### src/rtl/l2_flush_seq_pkg.sv
`default_nettype none
// ---------------------------------------------------------------------------
// l2_flush_seq_pkg -- shared L2 line-state/FSM encodings and index widths
// Revision: 1.0
// ---------------------------------------------------------------------------
package l2_flush_seq_pkg;

  localparam int SET_BITS     = 8;
  localparam int WAY_BITS     = 3;
  localparam int REQS_BITS_P1 = 3;

  typedef enum logic [1:0] {
    LS_INVALID   = 2'd0,
    LS_SHARED    = 2'd1,
    LS_EXCLUSIVE = 2'd2,
    LS_MODIFIED  = 2'd3
  } line_state_e;

  typedef enum logic [2:0] {
    ST_IDLE     = 3'd0,
    ST_READ     = 3'd1,
    ST_WAIT_RSP = 3'd2,
    ST_EVICT    = 3'd3,
    ST_NEXT     = 3'd4,
    ST_DRAIN    = 3'd5,
    ST_DONE     = 3'd6
  } flush_state_e;

  // Write-back-only flushes leave clean valid lines in place.
  function automatic logic needs_evict(input line_state_e state, input logic wb_only);
    return (state != LS_INVALID) && !(wb_only && (state != LS_MODIFIED));
  endfunction

endpackage
`default_nettype wire

### src/rtl/l2_flush_seq_if.sv
`default_nettype none
// ---------------------------------------------------------------------------
// l2_flush_seq_if -- tag/state read and eviction handshakes of the flush sequencer
// Revision: 1.0
// ---------------------------------------------------------------------------
interface l2_flush_seq_if;
  import l2_flush_seq_pkg::*;

  logic                rd_req_valid;
  logic                rd_req_ready;
  logic                rd_rsp_valid;
  logic [1:0]          rd_rsp_state;
  logic                evict_valid;
  logic                evict_ready;
  logic [SET_BITS-1:0] evict_set;
  logic [WAY_BITS-1:0] evict_way;
  logic                evict_wb;
  logic                evict_inv;

  modport master (
    output rd_req_valid, input rd_req_ready,
    input  rd_rsp_valid, input rd_rsp_state,
    output evict_valid,  input evict_ready,
    output evict_set, output evict_way, output evict_wb, output evict_inv
  );

  modport slave (
    input  rd_req_valid, output rd_req_ready,
    output rd_rsp_valid, output rd_rsp_state,
    input  evict_valid,  output evict_ready,
    input  evict_set, input evict_way, input evict_wb, input evict_inv
  );

endinterface
`default_nettype wire

### src/rtl/l2_flush_seq.sv
`default_nettype none
// ---------------------------------------------------------------------------
// l2_flush_seq -- walks every L2 set/way, evicting lines that the flush mode requires
// Revision: 1.0
// ---------------------------------------------------------------------------
module l2_flush_seq
  import l2_flush_seq_pkg::*;
#(
  parameter int N_SETS = 256,
  parameter int N_WAYS = 8,
  parameter int N_REQS = 4
) (
  input  wire logic                    clk,
  input  wire logic                    rst,
  input  wire logic                    flush_req,
  input  wire logic                    flush_is_wb,
  input  wire logic [SET_BITS:0]       flush_set,
  input  wire logic [WAY_BITS:0]       flush_way,
  input  wire logic [REQS_BITS_P1-1:0] reqs_cnt,
  output logic                         set_ongoing_flush,
  output logic                         clr_ongoing_flush,
  output logic                         incr_flush_set,
  output logic                         clr_flush_set,
  output logic                         incr_flush_way,
  output logic                         clr_flush_way,
  output logic                         fill_reqs_flush,
  output logic                         flush_done,
  l2_flush_seq_if.master               bus
);

  flush_state_e        r_state;
  logic                r_latched_wb;
  line_state_e         r_cap_state;
  logic                r_rd_req_valid;
  logic                r_evict_shown;
  logic [SET_BITS-1:0] r_evict_set;
  logic [WAY_BITS-1:0] r_evict_way;
  logic                r_evict_inv;
  logic                r_set_ongoing_flush;
  logic                r_clr_ongoing_flush;
  logic                r_incr_flush_set;
  logic                r_clr_flush_set;
  logic                r_incr_flush_way;
  logic                r_clr_flush_way;
  logic                r_flush_done;

  logic w_last_way;
  logic w_last_set;
  logic w_need_evict;
  logic w_evict_valid;
  logic w_evict_fire;
  logic w_rd_fire;
  logic w_to_next;
  logic w_unused_msb;

  assign w_last_way    = (flush_way[WAY_BITS-1:0] == WAY_BITS'(N_WAYS - 1));
  assign w_last_set    = (flush_set[SET_BITS-1:0] == SET_BITS'(N_SETS - 1));
  assign w_need_evict  = needs_evict(line_state_e'(bus.rd_rsp_state), r_latched_wb);
  // Once shown, the eviction stays valid even if the free-entry count dips.
  assign w_evict_valid = (r_state == ST_EVICT) && ((reqs_cnt != '0) || r_evict_shown);
  assign w_evict_fire  = w_evict_valid && bus.evict_ready;
  assign w_rd_fire     = r_rd_req_valid && bus.rd_req_ready;
  assign w_to_next     = ((r_state == ST_WAIT_RSP) && bus.rd_rsp_valid && !w_need_evict)
                       || w_evict_fire;
  assign w_unused_msb  = flush_set[SET_BITS] ^ flush_way[WAY_BITS];

  // rd_req_valid rises one cycle into READ so the counter update from the
  // preceding pulse has landed before the address is presented.
  always_ff @(posedge clk or negedge rst) begin
    if (!rst) begin
      r_state             <= ST_IDLE;
      r_latched_wb        <= 1'b0;
      r_cap_state         <= LS_INVALID;
      r_rd_req_valid      <= 1'b0;
      r_evict_shown       <= 1'b0;
      r_evict_set         <= '0;
      r_evict_way         <= '0;
      r_evict_inv         <= 1'b0;
      r_set_ongoing_flush <= 1'b0;
      r_clr_ongoing_flush <= 1'b0;
      r_incr_flush_set    <= 1'b0;
      r_clr_flush_set     <= 1'b0;
      r_incr_flush_way    <= 1'b0;
      r_clr_flush_way     <= 1'b0;
      r_flush_done        <= 1'b0;
    end else begin
      r_set_ongoing_flush <= 1'b0;
      r_clr_ongoing_flush <= 1'b0;
      r_incr_flush_set    <= 1'b0;
      r_clr_flush_set     <= 1'b0;
      r_incr_flush_way    <= 1'b0;
      r_clr_flush_way     <= 1'b0;
      r_flush_done        <= 1'b0;

      case (r_state)
        ST_IDLE: begin
          if (flush_req) begin
            r_set_ongoing_flush <= 1'b1;
            r_clr_flush_set     <= 1'b1;
            r_clr_flush_way     <= 1'b1;
            r_latched_wb        <= flush_is_wb;
            r_state             <= ST_READ;
          end
        end
        ST_READ: begin
          if (w_rd_fire) begin
            r_rd_req_valid <= 1'b0;
            r_state        <= ST_WAIT_RSP;
          end else begin
            r_rd_req_valid <= 1'b1;
          end
        end
        ST_WAIT_RSP: begin
          if (bus.rd_rsp_valid) begin
            r_cap_state <= line_state_e'(bus.rd_rsp_state);
            if (w_need_evict) begin
              r_evict_set <= flush_set[SET_BITS-1:0];
              r_evict_way <= flush_way[WAY_BITS-1:0];
              r_evict_inv <= !r_latched_wb;
              r_state     <= ST_EVICT;
            end else begin
              r_state     <= ST_NEXT;
            end
          end
        end
        ST_EVICT: begin
          if (w_evict_fire) begin
            r_evict_shown <= 1'b0;
            r_state       <= ST_NEXT;
          end else if (w_evict_valid) begin
            r_evict_shown <= 1'b1;
          end
        end
        ST_NEXT: begin
          r_state <= (w_last_way && w_last_set) ? ST_DRAIN : ST_READ;
        end
        ST_DRAIN: begin
          if (reqs_cnt == REQS_BITS_P1'(N_REQS)) begin
            r_clr_ongoing_flush <= 1'b1;
            r_flush_done        <= 1'b1;
            r_state             <= ST_DONE;
          end
        end
        ST_DONE: r_state <= ST_IDLE;
        default: r_state <= ST_IDLE;
      endcase

      // Counter-advance pulses land in NEXT, which still sees the old indices.
      if (w_to_next) begin
        if (w_last_way) begin
          r_clr_flush_way  <= 1'b1;
          r_incr_flush_set <= 1'b1;
        end else begin
          r_incr_flush_way <= 1'b1;
        end
      end
    end
  end

  assign set_ongoing_flush = r_set_ongoing_flush;
  assign clr_ongoing_flush = r_clr_ongoing_flush;
  assign incr_flush_set    = r_incr_flush_set;
  assign clr_flush_set     = r_clr_flush_set;
  assign incr_flush_way    = r_incr_flush_way;
  assign clr_flush_way     = r_clr_flush_way;
  assign flush_done        = r_flush_done;
  assign fill_reqs_flush   = w_evict_fire;

  assign bus.rd_req_valid  = r_rd_req_valid;
  assign bus.evict_valid   = w_evict_valid;
  assign bus.evict_set     = r_evict_set;
  assign bus.evict_way     = r_evict_way;
  assign bus.evict_wb      = (r_cap_state == LS_MODIFIED);
  assign bus.evict_inv     = r_evict_inv;

endmodule
`default_nettype wire

### src/flat_wrapper.sv
// flat-port wrapper written by rule: the top's interface ports become plain ports
module l2_flush_seq_flat import l2_flush_seq_pkg::*;
#(
  parameter int N_SETS = 256,
  parameter int N_WAYS = 8,
  parameter int N_REQS = 4
)
  (clk, rst, flush_req, flush_is_wb, flush_set, flush_way, reqs_cnt, set_ongoing_flush, clr_ongoing_flush, incr_flush_set, clr_flush_set, incr_flush_way, clr_flush_way, fill_reqs_flush, flush_done, bus_rd_req_valid, bus_rd_req_ready, bus_rd_rsp_valid, bus_rd_rsp_state, bus_evict_valid, bus_evict_ready, bus_evict_set, bus_evict_way, bus_evict_wb, bus_evict_inv);
  l2_flush_seq_if bus_i ();
  input  wire logic clk;
  input  wire logic rst;
  input  wire logic flush_req;
  input  wire logic flush_is_wb;
  input  wire logic [SET_BITS:0] flush_set;
  input  wire logic [WAY_BITS:0] flush_way;
  input  wire logic [REQS_BITS_P1-1:0] reqs_cnt;
  output logic set_ongoing_flush;
  output logic clr_ongoing_flush;
  output logic incr_flush_set;
  output logic clr_flush_set;
  output logic incr_flush_way;
  output logic clr_flush_way;
  output logic fill_reqs_flush;
  output logic flush_done;
  output wire logic [$bits(bus_i.rd_req_valid)-1:0] bus_rd_req_valid;
  input wire logic [$bits(bus_i.rd_req_ready)-1:0] bus_rd_req_ready;
  input wire logic [$bits(bus_i.rd_rsp_valid)-1:0] bus_rd_rsp_valid;
  input wire logic [$bits(bus_i.rd_rsp_state)-1:0] bus_rd_rsp_state;
  output wire logic [$bits(bus_i.evict_valid)-1:0] bus_evict_valid;
  input wire logic [$bits(bus_i.evict_ready)-1:0] bus_evict_ready;
  output wire logic [$bits(bus_i.evict_set)-1:0] bus_evict_set;
  output wire logic [$bits(bus_i.evict_way)-1:0] bus_evict_way;
  output wire logic [$bits(bus_i.evict_wb)-1:0] bus_evict_wb;
  output wire logic [$bits(bus_i.evict_inv)-1:0] bus_evict_inv;
  assign bus_rd_req_valid = bus_i.rd_req_valid;
  assign bus_i.rd_req_ready = bus_rd_req_ready;
  assign bus_i.rd_rsp_valid = bus_rd_rsp_valid;
  assign bus_i.rd_rsp_state = bus_rd_rsp_state;
  assign bus_evict_valid = bus_i.evict_valid;
  assign bus_i.evict_ready = bus_evict_ready;
  assign bus_evict_set = bus_i.evict_set;
  assign bus_evict_way = bus_i.evict_way;
  assign bus_evict_wb = bus_i.evict_wb;
  assign bus_evict_inv = bus_i.evict_inv;
  l2_flush_seq #(.N_SETS(N_SETS), .N_WAYS(N_WAYS), .N_REQS(N_REQS)) u_core (.clk(clk), .rst(rst), .flush_req(flush_req), .flush_is_wb(flush_is_wb), .flush_set(flush_set), .flush_way(flush_way), .reqs_cnt(reqs_cnt), .set_ongoing_flush(set_ongoing_flush), .clr_ongoing_flush(clr_ongoing_flush), .incr_flush_set(incr_flush_set), .clr_flush_set(clr_flush_set), .incr_flush_way(incr_flush_way), .clr_flush_way(clr_flush_way), .fill_reqs_flush(fill_reqs_flush), .flush_done(flush_done), .bus(bus_i));
endmodule
### config.mk
export PLATFORM = sky130hd
export DESIGN_NAME = l2_flush_seq_flat
export DESIGN_NICKNAME = d
export VERILOG_FILES = /design/src/rtl/l2_flush_seq_pkg.sv /design/src/rtl/l2_flush_seq_if.sv /design/src/rtl/l2_flush_seq.sv /design/src/flat_wrapper.sv
export SDC_FILE = /design/constraint.sdc
export NUM_CORES = 1
export LEC_CHECK = 0
export CORE_ASPECT_RATIO = 1.1
export CORE_MARGIN = 8
export CORE_UTILIZATION = 46
export DETAILED_ROUTE_END_ITERATION = 8
export PLACE_DENSITY = 0.84
export SYNTH_ARGS = -nofsm -noshare
export SYNTH_HDL_FRONTEND = slang
export SYNTH_SLANG_ARGS = --single-unit
### constraint.sdc
create_clock -name clk -period 2.5 [get_ports clk]
set_input_delay 0.75 -clock clk [delete_from_list [all_inputs] [get_ports clk]]
set_output_delay 0.75 -clock clk [all_outputs]
set_load 0.05 [all_outputs]
==> run metrics, run 1 <==
CTS root buf=clkbuf_4; met2 wire length=roughly 1.5 mm; register bit count reported by yosys=25; Critical Path Source Type=input pin; total setup buffers inserted after CTS=0; RD Place Congestion=0.867; DP Cell Count=177; Layout Skew=between 2 and 3 ps; grt ovf=0; Core Area=2680 sq um; RR Startpoint=u_core.r_state[0]$_DFFE_PN0P_; unrepaired setup endpoints after global routing=false; die area=4650 sq um; syn avg cell area=12.8 sq um; total routed wirelength=~2.7 mm; top sig layer=met4; Cell Pwr Density=1270 nW/um^2; Port-buffer cells=45; Critical Path Fanout Max=3; largest net degree at the start of global routing=26; R2R Setup Slk=710 ps; critical path arrival=1710 ps; initial antenna violation count=0; Netlist cell types=37; Area Growth Syn to Fin=42.9%; fin crit period=2460 ps; H-Tree Level Count=1; dpl hpwl=2.22 mm; # DRC=0; Req. time, crit path=between 1500 and 2000 ps; status=completed; R2R depth=4; worst-skew pair later-pin latency=300 ps; Pleak=~0.76 nW; final hold viol count=0; TNS Setup=0 ps; DRT iter0 DRCs=13; total CTS buffers=3; DP Area=1750 sq um; CP endpoint kind=output port; WL met1=between 1 and 1.5 mm; Worst Setup EP=fill_reqs_flush; Slew Viols, Final=0; Finished Core Util=between 60% and 70%; tightest hold margin=493 ps; via count=934; sequential area share after synthesis=50.0%; Slew headroom=66.0%; first-pass GRT wire length=4.65 mm; routed wl met3=146 microns; Setup CP Type=in -> out; n_diodes=0; Post-Synthesis Cell Area=1250 sq um; Critical Path Start=reqs_cnt[1]; GRT Util Overall=12.3%; fraction of layout instances using a drive strength above 1=26.4%; endpoints failing setup=0; Synth Net Count=123; prevailing post-synth register cell=dfrtp_1; actual slew at the worst max-slew pin=509 ps; die width=65.7 microns; Worst-path clk slew=between 100 and 150 ps; maxcap violations=0; FP Rows=20; Initial Util=46.7%; hold_sp=u_core.r_latched_wb$_DFFE_PN0P_; Post-synth EDFFs=0; Total Nets Final=174; DRT Pass-1 Iters=3; final period utilization=98.4%; CTS Buffer Depth=2; CTS tree=built; Post-Syn Instances=98; vias in the first global route=approximately 1,100; DR WL/cell=14.9 microns; design area=1790 sq um; fmax=406 MHz; die span in y=70.7 microns; async set-reset flop share out of synthesis=100%; DR vias/cell=5.16; number of nets still failing antenna checks after routing=0; Ports=48; total clock sinks=25; Ys Warns=0; # fillers=201; worst hold-check path type=reg -> reg; worst vdd rail ir drop=681 uV; fin cells=181; r2r endpoint=u_core.r_state[0]$_DFFE_PN0P_; CTS Hold Buffers Added=0
==> Yosys cell counts, types with 3 or more instances <==
cell      n  share of area, %
nor2_1    5               1.5
mux2_4   10                12
and2b_1   3               1.8
and2_1    4               2.0
nand3_1   3               1.2
buf_4     4               2.4
dfrtp_1  25                50
o21ai_0   3               1.2
mux2_2    5               4.5
nand2_1   5               1.5
==> critical path: stages <==
cell,delay [ps]
dlygate4sd2_1,280
nor4_4,300
nor2_2,70
and2_4,170
buf_8,140
==> power by group <==
group / internal, mW / switching (mW)
sequential: 0.578 / 0.153
combinational: 0.593 / 0.784
clock: 0.0595 / 0.110
==> placed cells by master (no fill, tap or decap), drive strengths merged, types with 2 or more instances in the layout <==
cell type and count:
o21bai 2, and2 4, nor2 6, mux2 15
clkdlybuf4s50 40, dlygate4sd2 3, nand2b 3, and2b 3
dfrtp 25, clkbuf 3, a31oi 2, o21ai 3
nand3 5, buf 9, nand2 5
==> stage by stage <==
step / worst slack, ps / power [mW]
floorplan: 39.8 / 1.70
detailed placement: -259 / 2.12
finish: 39.7 / 2.28
global route: 1.54 / 2.41
global placement: -210 / 2.08
CTS: 28.2 / 2.29
==> registers in the layout, summed over array words and instances (netlist names) <==
signal and cells:
u_core.bus.rd_req_valid 1, u_core.incr_flush_way 1, u_core.bus.evict_way 3, u_core.clr_flush_set 1
u_core.flush_done 1, u_core.clr_flush_way 1, u_core.bus.evict_inv 1, u_core.bus.evict_set 8
u_core.r_cap_state 2, u_core.r_latched_wb 1, u_core.r_evict_shown 1, u_core.incr_flush_set 1
u_core.r_state 3
==> cells by family after synthesis <==
logic type | count (synthesis) | share of synthesized area, %
buffers and inverters | 7 | 4.70
AO/OA/AOI/OAI | 15 | 8.80
flip-flops | 25 | 50.0
multiplexers | 16 | 17.3
AND/OR/NAND/NOR | 35 | 19.2
==> how the worst min path moves through the flow <==
stage,end,depth (start not counted)
floorplan,u_core.bus.evict_inv$_DFFE_PN0P_,1
global placement,u_core.bus.evict_inv$_DFFE_PN0P_,1
detailed placement,u_core.bus.evict_inv$_DFFE_PN0P_,1
CTS,u_core.bus.evict_inv$_DFFE_PN0P_,1
global route,u_core.bus.evict_inv$_DFFE_PN0P_,1
finish,u_core.bus.evict_inv$_DFFE_PN0P_,1
==> per-layer routing <==
metal | up-vias | global-route usage (%)
met4 | 0 | 2.18
met1 | 459 | 13.3
li1 | 452 | -
met5 | - | 0
met3 | 2 | 3.32
met2 | 21 | 23.0
==> repair_timing <==
action,in CTS,in global routing
pin swaps,1,1
resized for setup,6,2
endpoints found under the setup margin,2,2
cloned,0,0
==> final cells by class <==
type	count	area (sq um)	share of cell area [%]
multi-input cells	66	587	32.8
repair buffers	52	502	28.1
well taps	33	41.3	2.31
inverters	1	3.75	0.210
clock buffers	3	22.5	1.26
clock inverters	1	5.00	0.280
flip-flops and latches	25	627	35.1
Note: power is estimated with default switching activity, not from simulation.
==> inputs of run 2 (changes only) <==
- CTS_CLUSTER_DIAMETER: unset -> 40
- GPL_TIMING_DRIVEN: unset -> 0
- clock period: 2.5 -> 2.9 ns (I/O delays scaled with it)
==> run metrics, run 2 (synthesis results as in run 1) <==
CP endpoint kind=output port; grt ovf=0 (unchanged); FP Rows=20 (unchanged); fraction of layout instances using a drive strength above 1=25.0% (-1.4 points); DR vias/cell=5.22 (+1.2%); Worst-path clk slew=140 ps (about the same); die width=65.7 microns (unchanged); Core Area=2680 sq um (unchanged); CTS Hold Buffers Added=0 (unchanged); first-pass GRT wire length=4.91 mm (+5.6%); Critical Path Fanout Max=3 (unchanged); Initial Util=46.7% (unchanged); via count=945 (+1.2%); total routed wirelength=3.06 mm (+13%); critical path arrival=1940 ps (+230 ps); fmax=356 MHz; Cell Chain, Critical Path=clkdlybuf4s50_1, nor4_4, nor2_2, and2_1, buf_4; die span in y=70.7 microns (unchanged); Req. time, crit path=2030 ps (+280 ps); status=completed; initial antenna violation count=0 (unchanged); sequential cell area=626 sq um (-0.20%); RR Startpoint=u_core.r_state[2]$_DFFE_PN0P_; Multi-input gate area=584 sq um (-0.43%); final period utilization=a little over nine tenths; vias in the first global route=1,023 (-3.8%); total chip power=2.00 mW (-12%); number of nets still failing antenna checks after routing=0 (unchanged); CTS tree=built; H-Tree Level Count=1 (unchanged); worst-skew pair later-pin latency=320 ps (+20 ps); max FFs per register=8 (unchanged); Finished Core Util=67.1% (+0.28 points); # DRC=0 (unchanged); worst hold-check path type=reg -> reg; Area Growth Syn to Fin=43.5%; Layout Skew=4.43 ps (+1.82 ps); maxcap violations=0 (unchanged); DP Area=1750 sq um (unchanged); final hold viol count=0 (unchanged); unrepaired setup endpoints after global routing=false; worst vdd rail ir drop=653 uV (-4.1%); Critical Path Source Type=input pin; design area=1800 sq um (+0.42%); dpl hpwl=2.43 mm (+9.5%); hold_sp=u_core.r_latched_wb$_DFFE_PN0P_; actual slew at the worst max-slew pin=1120 ps (+615 ps); critical path's slowest cell=clkdlybuf4s50_1; largest net degree at the start of global routing=26 (unchanged); CTS Buffer Depth=2 (unchanged); most frequent cells in the layout=41 x clkdlybuf4s50_1, 25 x dfrtp_1, 10 x mux2_4; Port-buffer cells=45 (unchanged); DRT Pass-1 Iters=4 (+1); RD Place Congestion=0.898 (+3.6%); CTS root buf=clkbuf_4; GRT Util Overall=13.1% (+0.77 points); worst stage delay on the critical path=470 ps (+170 ps); commonest non-fill, non-tap cell in the layout=clkdlybuf4s50_1; Slew headroom=24.8% (-41 points); Setup CP Type=in -> out; fin crit period=around 2800 ps; # fillers=214 (+6.5%); total CTS buffers=3 (unchanged); Slew Viols, Final=0 (unchanged); Pleak=0.765 nW (+0.82%); Cell Pwr Density=1120 nW/um^2 (-12%); Critical Path Start=reqs_cnt[2]; DR WL/cell=16.9 microns (+13%); Ports=48 (unchanged); Total Nets Final=174 (unchanged); CP top delay family=buffers and inverters; total clock sinks=25 (unchanged); Worst Path Buf+Inv=2 (unchanged); DRT iter0 DRCs=11 (-2); n_diodes=0 (unchanged); endpoints failing setup=0 (unchanged); die area=4650 sq um (unchanged)
[run 2: metal layers]
layer	wire [microns]	part of all wire [%]	track usage, %
met2	1680	55	24.1
met1	1190	39	14.7
met3	166	5.4	3.32
met5	0	0	0
met4	19	0.62	2.18
[run 2: per-stage QoR]
step                      std cells  hold slack [ps]  TNS (ps)  worst slack, ps
after floorplan                  98              436         0             96.8
after global placement          176              474     -1350             -747
after detailed placement        176              493     -1440             -793
after CTS                       181              515         0             5.13
after global routing            181              537         0             33.3
final                           181              520         0             89.1
[run 2: cell type report]
cell class,instances,share of cell area (%)
plain buffers,6,3.07
well taps,33,2.30
flip-flops and latches,25,34.8
repair buffers,46,25.5
clock inverters,1,0.279
multi-input cells,66,32.5
inverters,1,0.209
clock buffers,3,1.25
[run 2: power by group]
part           switching [mW]  internal [mW]  leakage, nW
logic                   0.720          0.519        0.439
clock network           0.106         0.0517       0.0177
registers               0.111          0.497        0.309
total                   0.937           1.07        0.765
[run 2: final timing paths]
path	endpoint	cells after the start	slack [ps]
max in group asynchronous	u_core.bus.evict_set[0]$_DFFE_PN0P_	1	1100
worst min-delay path	u_core.bus.evict_inv$_DFFE_PN0P_	1	520
worst min register to register	u_core.bus.evict_inv$_DFFE_PN0P_	1	520
min in group asynchronous	u_core.flush_done$_DFF_PN0_	1	1140
worst max-delay path	fill_reqs_flush	5	90
worst max register to register	u_core.bus.evict_set[5]$_DFFE_PN0P_	5	1240
[run 2: worst reg2reg max path, cell delays in order (launching register included)]
cell      delay [ps]
dfrtp_1          400
buf_2            190
nand2b_4         180
nor3_4           300
buf_12           190
mux2_4           300
[run 2: timing repair]
action / 4_1_cts / 5_1_grt
gates resized for setup: 12 / 1
cloned: 0 / 0
buffers inserted: 1 / 0
pin swaps: 1 / 1
setup endpoints to repair: 2 / 2
==> inputs of run 3 (changes only) <==
- CTS_CLUSTER_DIAMETER: 40 -> unset
- PLACE_DENSITY: 0.84 -> 0.83
==> run metrics, run 3 (synthesis results as in run 1) <==
final hold viol count=0 (unchanged); Setup CP Type=in -> out; Critical Path Fanout Max=3 (unchanged); DP Cell Count=176 (unchanged); largest net degree at the start of global routing=26 (unchanged); Critical Path Start=reqs_cnt[2]; R2R depth=5 (unchanged); first-pass GRT wire length=4.74 mm (-3.5%); die area=4650 sq um (unchanged); commonest non-fill, non-tap cell in the layout=clkdlybuf4s50_1; Layout Skew=4.16 ps (-0.272 ps); vias in the first global route=1,031 (+0.78%); final period utilization=97.3% (+0.39 points); Slew headroom=26.5% (+1.7 points); die width=65.7 microns (unchanged); R2R Setup Slk=1220 ps (-20 ps); worst-skew pair later-pin latency=310 ps (about the same); DRT Pass-1 Iters=6 (+2); Core Area=2680 sq um (unchanged); TNS Setup=0 ps (unchanged); Ports=48 (unchanged); most frequent cells in the layout=41 x clkdlybuf4s50_1, 25 x dfrtp_1, 10 x mux2_4; total routed wirelength=2.89 mm (-5.5%); # DRC=0 (unchanged); H-Tree Level Count=1 (unchanged); max FFs per register=8 (unchanged); Slew Viols, Final=0 (unchanged); dpl hpwl=2.31 mm (-4.9%); Worst-path clk slew=120 ps (-20 ps); total CTS buffers=3 (unchanged); status=completed; critical path arrival=1950 ps (about the same); fin cells=182 (+0.55%); Total Nets Final=175 (+0.57%); Initial Util=46.7% (unchanged); fraction of layout instances using a drive strength above 1=25.5% (+0.50 points); n_diodes=0 (unchanged); worst hold-check path type=reg -> reg; critical path's slowest cell=clkdlybuf4s50_1; via count=930 (-1.6%); initial antenna violation count=0 (unchanged); CTS root buf=clkbuf_4; DR vias/cell=5.11 (-2.1%); Critical Path Source Type=input pin; CTS tree=built; GRT Util Overall=12.5% (-0.57 points); DR WL/cell=15.9 microns (-6.0%); DRT iter0 DRCs=14 (+3); Port-buffer cells=45 (unchanged); fmax=354 MHz (-0.40%); tightest hold margin=505 ps (-14.7 ps); Pleak=0.771 nW (+0.70%); total clock sinks=25 (unchanged); actual slew at the worst max-slew pin=1100 ps (-24.8 ps); Cell Chain, Critical Path=clkdlybuf4s50_1, nor4_4, nor2_2, and2_1, buf_4; maxcap violations=0 (unchanged); worst stage delay on the critical path=470 ps (about the same); worst vdd rail ir drop=569 uV (-13%); endpoints failing setup=0 (unchanged); CP endpoint kind=output port; Area Growth Syn to Fin=44.1%; grt ovf=0 (unchanged); RD Place Congestion=0.885 (-1.4%); hold_sp=u_core.r_latched_wb$_DFFE_PN0P_; FP Rows=20 (unchanged); Cell Pwr Density=1100 nW/um^2 (-1.3%); CTS Buffer Depth=2 (unchanged); Req. time, crit path=2030 ps (about the same); total chip power=1.99 mW (-0.92%); fin crit period=2820 ps (+11.3 ps); number of nets still failing antenna checks after routing=0 (unchanged); RR Startpoint=u_core.r_state[2]$_DFFE_PN0P_; die span in y=70.7 microns (unchanged); r2r endpoint=u_core.bus.evict_set[1]$_DFFE_PN0P_; Worst Setup EP=fill_reqs_flush
## run 3: cell types whose count changed in the layout (fill, tap and decap cells not counted)
cell / change
buf_4: +1
## run 3: cell type report
class	count	area [sq um]
Multi-Input combinational cell	66	584
Timing Repair Buffer	47	465
Fill cell	212	875
Inverter	1	3.75
Buffer	6	55.1
Clock inverter	1	5.00
Sequential cell	25	626
Clock buffer	3	22.5
Tap cell	33	41.3
## run 3: worst min-delay path by stage
stage	slack, ps	end	cells past startpoint
2_1_floorplan	440	u_core.bus.evict_inv$_DFFE_PN0P_	1
3_3_place_gp	470	u_core.bus.evict_inv$_DFFE_PN0P_	1
3_5_place_dp	490	u_core.r_cap_state[1]$_DFFE_PN0N_	1
4_1_cts	510	u_core.bus.evict_inv$_DFFE_PN0P_	1
5_1_grt	540	u_core.bus.evict_inv$_DFFE_PN0P_	1
6_report	500	u_core.bus.evict_inv$_DFFE_PN0P_	1
## run 3: timing repair
item                       in CTS  in global routing
resized for setup              12                  1
hold buffers                    0                  0
pin swaps                       1                  1
cloned                          0                  0
setup buffers                   1                  1
setup endpoints to repair       2                  2
## run 3: routing by layer
| layer | part of all wire (%) | track usage, % | up-vias |
|---|---|---|---|
| li1 | - | - | 455 |
| met1 | 40 | 14.0 | 445 |
| met2 | 52 | 22.2 | 28 |
| met3 | 6.6 | 3.79 | 2 |
| met4 | 0.73 | 2.91 | 0 |
| met5 | 0 | 0 | - |
## run 3: critical path: cells and delay by family
kind | cells | cell delay [ps]
buf+inv | 2 | 650
simple gates | 3 | 430
## run 3: power by group
part           switching, mW  internal (mW)  total (mW)
clock network         0.0981         0.0516       0.150
registers              0.106          0.497       0.603
logic                  0.713          0.520        1.23
## run 3: per-stage QoR
step                worst slack (ps)  utilization (%)  cell area [sq um]
floorplan                       96.8                -               1250
global placement                -741             65.2               1750
detailed placement              -739             65.2               1750
CTS                             18.0             67.0               1790
global route                  -0.949             67.3               1800
finish                          77.8             67.3               1800
